<file path="src/rtl/pipe_ctrl.sv">
// Pipeline hazard / interrupt-entry controller: load-use stall, branch flush, saturating stall counter.
// Define PIPE_CTRL_IRQ_EN to build the IDLE/ARMED/SERVICE interrupt FSM and EPC register.
module pipe_ctrl (
  input  logic        clk,
  input  logic        reset,
  input  logic        irq_req,
  input  logic        ID_eret,
  input  logic [4:0]  ID_RegisterRs,
  input  logic [4:0]  ID_RegisterRt,
  input  logic        EX_MemRd,
  input  logic [4:0]  EX_RegisterRt,
  input  logic        EX_branch_taken,
  input  logic        MEM_isBranch,
  input  logic [31:0] MEM_PC_plus4,
  output logic        stall_PC,
  output logic        stall_IFID,
  output logic        flush_IFID,
  output logic        flush_IDEX,
  output logic        flush_EXMEM,
  output logic        irq_take,
  output logic [31:0] EPC,
  output logic        in_service,
  output logic [15:0] stall_cnt
);

  logic        load_use;
  logic        lu_stall;
  logic        take_w;
  logic [15:0] stall_cnt_q, stall_cnt_d;

  assign load_use = EX_MemRd && (EX_RegisterRt != 5'd0) &&
                    ((EX_RegisterRt == ID_RegisterRs) || (EX_RegisterRt == ID_RegisterRt));

  // Priority: interrupt entry > taken branch > load-use stall.
  assign lu_stall = load_use && !take_w && !EX_branch_taken;

  always_comb begin
    stall_PC    = 1'b0;
    stall_IFID  = 1'b0;
    flush_IFID  = 1'b0;
    flush_IDEX  = 1'b0;
    flush_EXMEM = 1'b0;
    if (take_w) begin
      flush_IFID  = 1'b1;
      flush_IDEX  = 1'b1;
      flush_EXMEM = 1'b1;
    end else if (EX_branch_taken) begin
      flush_IFID = 1'b1;
      flush_IDEX = 1'b1;
    end else if (lu_stall) begin
      stall_PC   = 1'b1;
      stall_IFID = 1'b1;
      flush_IDEX = 1'b1;
    end
  end

  always_comb begin
    stall_cnt_d = stall_cnt_q;
    if (lu_stall && (stall_cnt_q != 16'hFFFF)) stall_cnt_d = stall_cnt_q + 16'd1;
  end

  always_ff @(posedge clk) begin
    if (!reset) stall_cnt_q <= 16'd0;
    else        stall_cnt_q <= stall_cnt_d;
  end

  assign stall_cnt = stall_cnt_q;
  assign irq_take  = take_w;

`ifdef PIPE_CTRL_IRQ_EN
  localparam logic [1:0] S_IDLE    = 2'd0;
  localparam logic [1:0] S_ARMED   = 2'd1;
  localparam logic [1:0] S_SERVICE = 2'd2;

  logic [1:0]  state_q, state_d;
  logic [31:0] epc_q, epc_d;

  // Take only while the request is still held and MEM holds no branch (its PC+4 is the resume point).
  assign take_w = reset && (state_q == S_ARMED) && irq_req && !MEM_isBranch && !load_use;

  always_comb begin
    state_d = state_q;
    epc_d   = epc_q;
    case (state_q)
      S_IDLE:    if (irq_req) state_d = S_ARMED;
      S_ARMED: begin
        if (take_w) begin
          state_d = S_SERVICE;
          epc_d   = MEM_PC_plus4;
        end else if (!irq_req) begin
          state_d = S_IDLE;
        end
      end
      S_SERVICE: if (ID_eret) state_d = S_IDLE;
      default:   state_d = S_IDLE;
    endcase
  end

  always_ff @(posedge clk) begin
    if (!reset) begin
      state_q <= S_IDLE;
      epc_q   <= 32'd0;
    end else begin
      state_q <= state_d;
      epc_q   <= epc_d;
    end
  end

  assign EPC        = epc_q;
  assign in_service = (state_q == S_SERVICE);
`else
  logic unused_irq_inputs;
  assign unused_irq_inputs = ^{irq_req, ID_eret, MEM_isBranch, MEM_PC_plus4};
  assign take_w     = 1'b0;
  assign EPC        = 32'd0;
  assign in_service = 1'b0;
`endif

endmodule

</file>
<file path="config.mk">
export PLATFORM = sky130hd
export DESIGN_NAME = pipe_ctrl
export DESIGN_NICKNAME = d
export VERILOG_FILES = /design/src/rtl/pipe_ctrl.sv
export SDC_FILE = /design/constraint.sdc
export NUM_CORES = 1
export LEC_CHECK = 0
export ABC_AREA = 1
export ABC_CLOCK_PERIOD_IN_PS = 2000
export BUFFER_PORTS_ARGS = -buffer_cell sky130_fd_sc_hd__buf_4
export CAP_MARGIN = 40
export CORE_MARGIN = 2
export CORE_UTILIZATION = 30
export DETAILED_ROUTE_END_ITERATION = 8
export PLACE_DENSITY = 0.64
export REMOVE_ABC_BUFFERS = 1
export SYNTH_ARGS = -nofsm -noshare
export SYNTH_HDL_FRONTEND = slang
export SYNTH_SLANG_ARGS = --single-unit
</file>
<file path="constraint.sdc">
create_clock -name clk -period 2 [get_ports clk]
set_input_delay 0.1 -clock clk [delete_from_list [all_inputs] [get_ports clk]]
set_output_delay 0.1 -clock clk [all_outputs]
set_load 0.005 [all_outputs]
</file>
==> impl_results.md <==
* GRT Residual Overflow at 0
* Crit-path max cell delay at 0.36 ns
* Worst path most repeated cell: nand2_1
* Yosys cell types at 24
* Fin crit period at 1.71 ns
* CP endpoint kind: flip-flop
* First-pass GRT wire length at 4.98 mm
* Vias at 1330
* Core Area at 0.00466 mm^2
* CTS H-tree depth at 1
* IO buf count at 38
* Area Growth Syn to Fin at 17.0%
* Total clock buffers created by CTS at 3
* Syn Area/Cell at 5.95 um^2
* Crit-path cells: ha_1, nand2_1, nor2_2, nand4_2, nand4_1, nand2_1, nand2_1, nor2_1
* Diodes inserted at 0
* Hold_buf cts at 0
* FF+latch count, synth at 16
* Max-cap viol count at 0
* Clock latency on the worst-skew pair at 0.26 ns
* Leakage at 0.891 nW
* Worst hold path class: input pin to flip-flop
* Cells after Synth at 240
* Compound-Gate Fraction of Synth Area at 3.06%
* Row cnt at 25
* Nets at 333
* # IOs at 109
* WL per Instance at 8.38 um
* GPL Wtd Cong at 0.771
* Hold Crit Depth at 3
* Synth Area in Simple Gates at 43.5%
* Vias in the first global route at 1230
* # DRC at 0
* Die W at 73.0 um
* Slowest CP cell: dfxtp_1
* Reg clk slew, reported paths at 0.07 ns
* Fin crit share at 85.7%
* Adder-cell area share of the yosys netlist at 0.876%
* Post-route ant nets at 0
* Clk buf depth at 2
* Initial Utilization at 30.7%
* Number of slew-limit violations in the final report at 0
* Critical Path AT at 1.87 ns
* Critical Path Stages at 8
* Sequential fraction of the synthesis area at 22.4%
* Hold Violations, Final at 0
* CP max FO at 10
* Largest net degree at the start of global routing at 17
* GRT Total Usage at 11.4%
* Largest family of logic cells by synthesized area: simple AND/OR/NAND/NOR gates
* Status: completed
* DR iter-0 viols at 45
* Worst Skew at 0.00581 ns
* Reg2Reg Depth at 8
* Root Buffer: clkbuf_8
* Fin worst setup slack at 0.285 ns
* Finish-stage setup viols at 0
* Fmax at 583 MHz
* Pre-CTS WS at 0.300 ns
* TNS Setup at 0 ns
* WHS at 0.165 ns
* Layout cells sized above 1 at 21.7%
* CTS-repair resized insts at 0
* Initial antenna violation count at 0
* DR pass1 iterations at 4
* Die height at 73.0 um
* CTS sink cnt at 16
* CP bufs+invs at 0
* Post-Route WL at 2.77 mm
* Synth Area in XOR/XNOR at 1.23%
* Filler cells at 502
* CP startpoint kind: flip-flop
* Post-CTS Setup Repair Bufs at 0
* CTS tree: done
* Worst Setup Path Type: flip-flop to flip-flop
* Max reg flops at 16
* DIE AREA at 0.00533 mm^2
* DR vias/cell at 4.02
* Mux cell area share after synthesis at 0%
* RSZ-0062 raised after global routing: false
* WP data required at 2.16 ns
* Pwr dens at 438 mW/mm^2
* Mapped Area at 0.00143 mm^2
* VDD IR max at 0.257 mV
* Largest delay share family, worst path: simple AND/OR/NAND/NOR gates
* Yosys warns at 0
* Final HPWL DP at 2.27 mm
[worst register-to-register path, stage by stage, from the launching register on]
cell,delay (ns)
dfxtp_1,0.36
ha_1,0.19
nand2_1,0.11
nor2_2,0.21
nand4_2,0.26
nand4_1,0.30
nand2_1,0.08
nand2_1,0.06
nor2_1,0.04
[cell families after synthesis]
group	after synthesis
AO/OA/AOI/OAI	6
XOR/XNOR	2
adder cells (fa/ha/maj)	1
buffers and inverters	70
flip-flops	16
other	1
AND/OR/NAND/NOR	144
[synthesized netlist by cell type]
library cell	count	area (um^2)
buf_6	1	11.3
nand2_2	1	6.26
nand3b_1	1	7.51
o21bai_2	2	22.5
nand3_4	1	17.5
clkbuf_1	1	3.75
ha_1	1	12.5
a31oi_1	1	6.26
buf_4	37	278
inv_2	4	15.0
nor2_2	8	50.1
inv_1	27	101
conb_1	1	3.75
a21oi_1	1	5.00
dfxtp_1	16	320
nand4_1	5	31.3
nor3_2	1	10.0
xnor2_1	2	17.5
o21ai_0	2	10.0
nor3_1	1	5.00
nand3_1	10	50.1
nand2_1	69	259
nor2_1	46	173
nand4_2	1	12.5
[routing by layer]
metal | wire (um) | track usage (%)
met5 | 0 | 0
met4 | 10 | 1.23
met3 | 147 | 3.73
met2 | 1360 | 19.8
met1 | 1260 | 14.0
[path summary, 6_finish.rpt]
check,slack (ns),to,startpoint
worst max-delay path,0.29,stall_cnt[1]$_SDFFE_PN0P_,stall_cnt[0]$_SDFFE_PN0P_
worst min-delay path,0.16,stall_cnt[13]$_SDFFE_PN0P_,reset
worst max register to register,0.29,stall_cnt[1]$_SDFFE_PN0P_,stall_cnt[0]$_SDFFE_PN0P_
worst min register to register,0.52,stall_cnt[14]$_SDFFE_PN0P_,stall_cnt[14]$_SDFFE_PN0P_
[through the flow]
stage	power (mW)	cells	util (%)	cell area (um^2)
floorplan	0.389	235	-	1260
global placement	0.439	327	34.7	1620
detailed placement	0.442	327	34.7	1620
CTS	0.740	331	35.9	1670
global route	0.779	331	35.9	1670
finish	0.733	331	35.9	1670
[cell usage in the layout (no fill, tap or decap)]
cell type,instances
nor3_2,1
clkbuf_8,4
a31oi_1,1
ha_1,1
nor2_2,8
nand2_1,69
nand3_1,10
buf_4,38
nand4_1,5
dfxtp_1,16
nand3b_1,1
nand4_2,1
a21oi_1,1
xnor2_1,2
inv_1,27
inv_2,4
conb_1,35
nand2_2,1
nand3_4,1
nor3_1,1
o21bai_2,2
nor2_1,46
o21ai_0,2
[final cells by class]
type,count,area (um^2),share of cell area [%]
multi-input cells,188,827,49.5
flip-flops and latches,16,320,19.2
repair buffers,38,285,17.1
inverters,31,116,6.96
well taps,54,67.6,4.04
clock buffers,4,55.1,3.29
[power by group]
group	switching, mW	leakage [nW]	internal [mW]	total [mW]
clock network	0.123	0.0288	0.175	0.298
logic	0.0655	0.733	0.0478	0.113
registers	0.00145	0.129	0.320	0.321
total	0.190	0.891	0.543	0.733
Power figures use the tool's default switching activity.
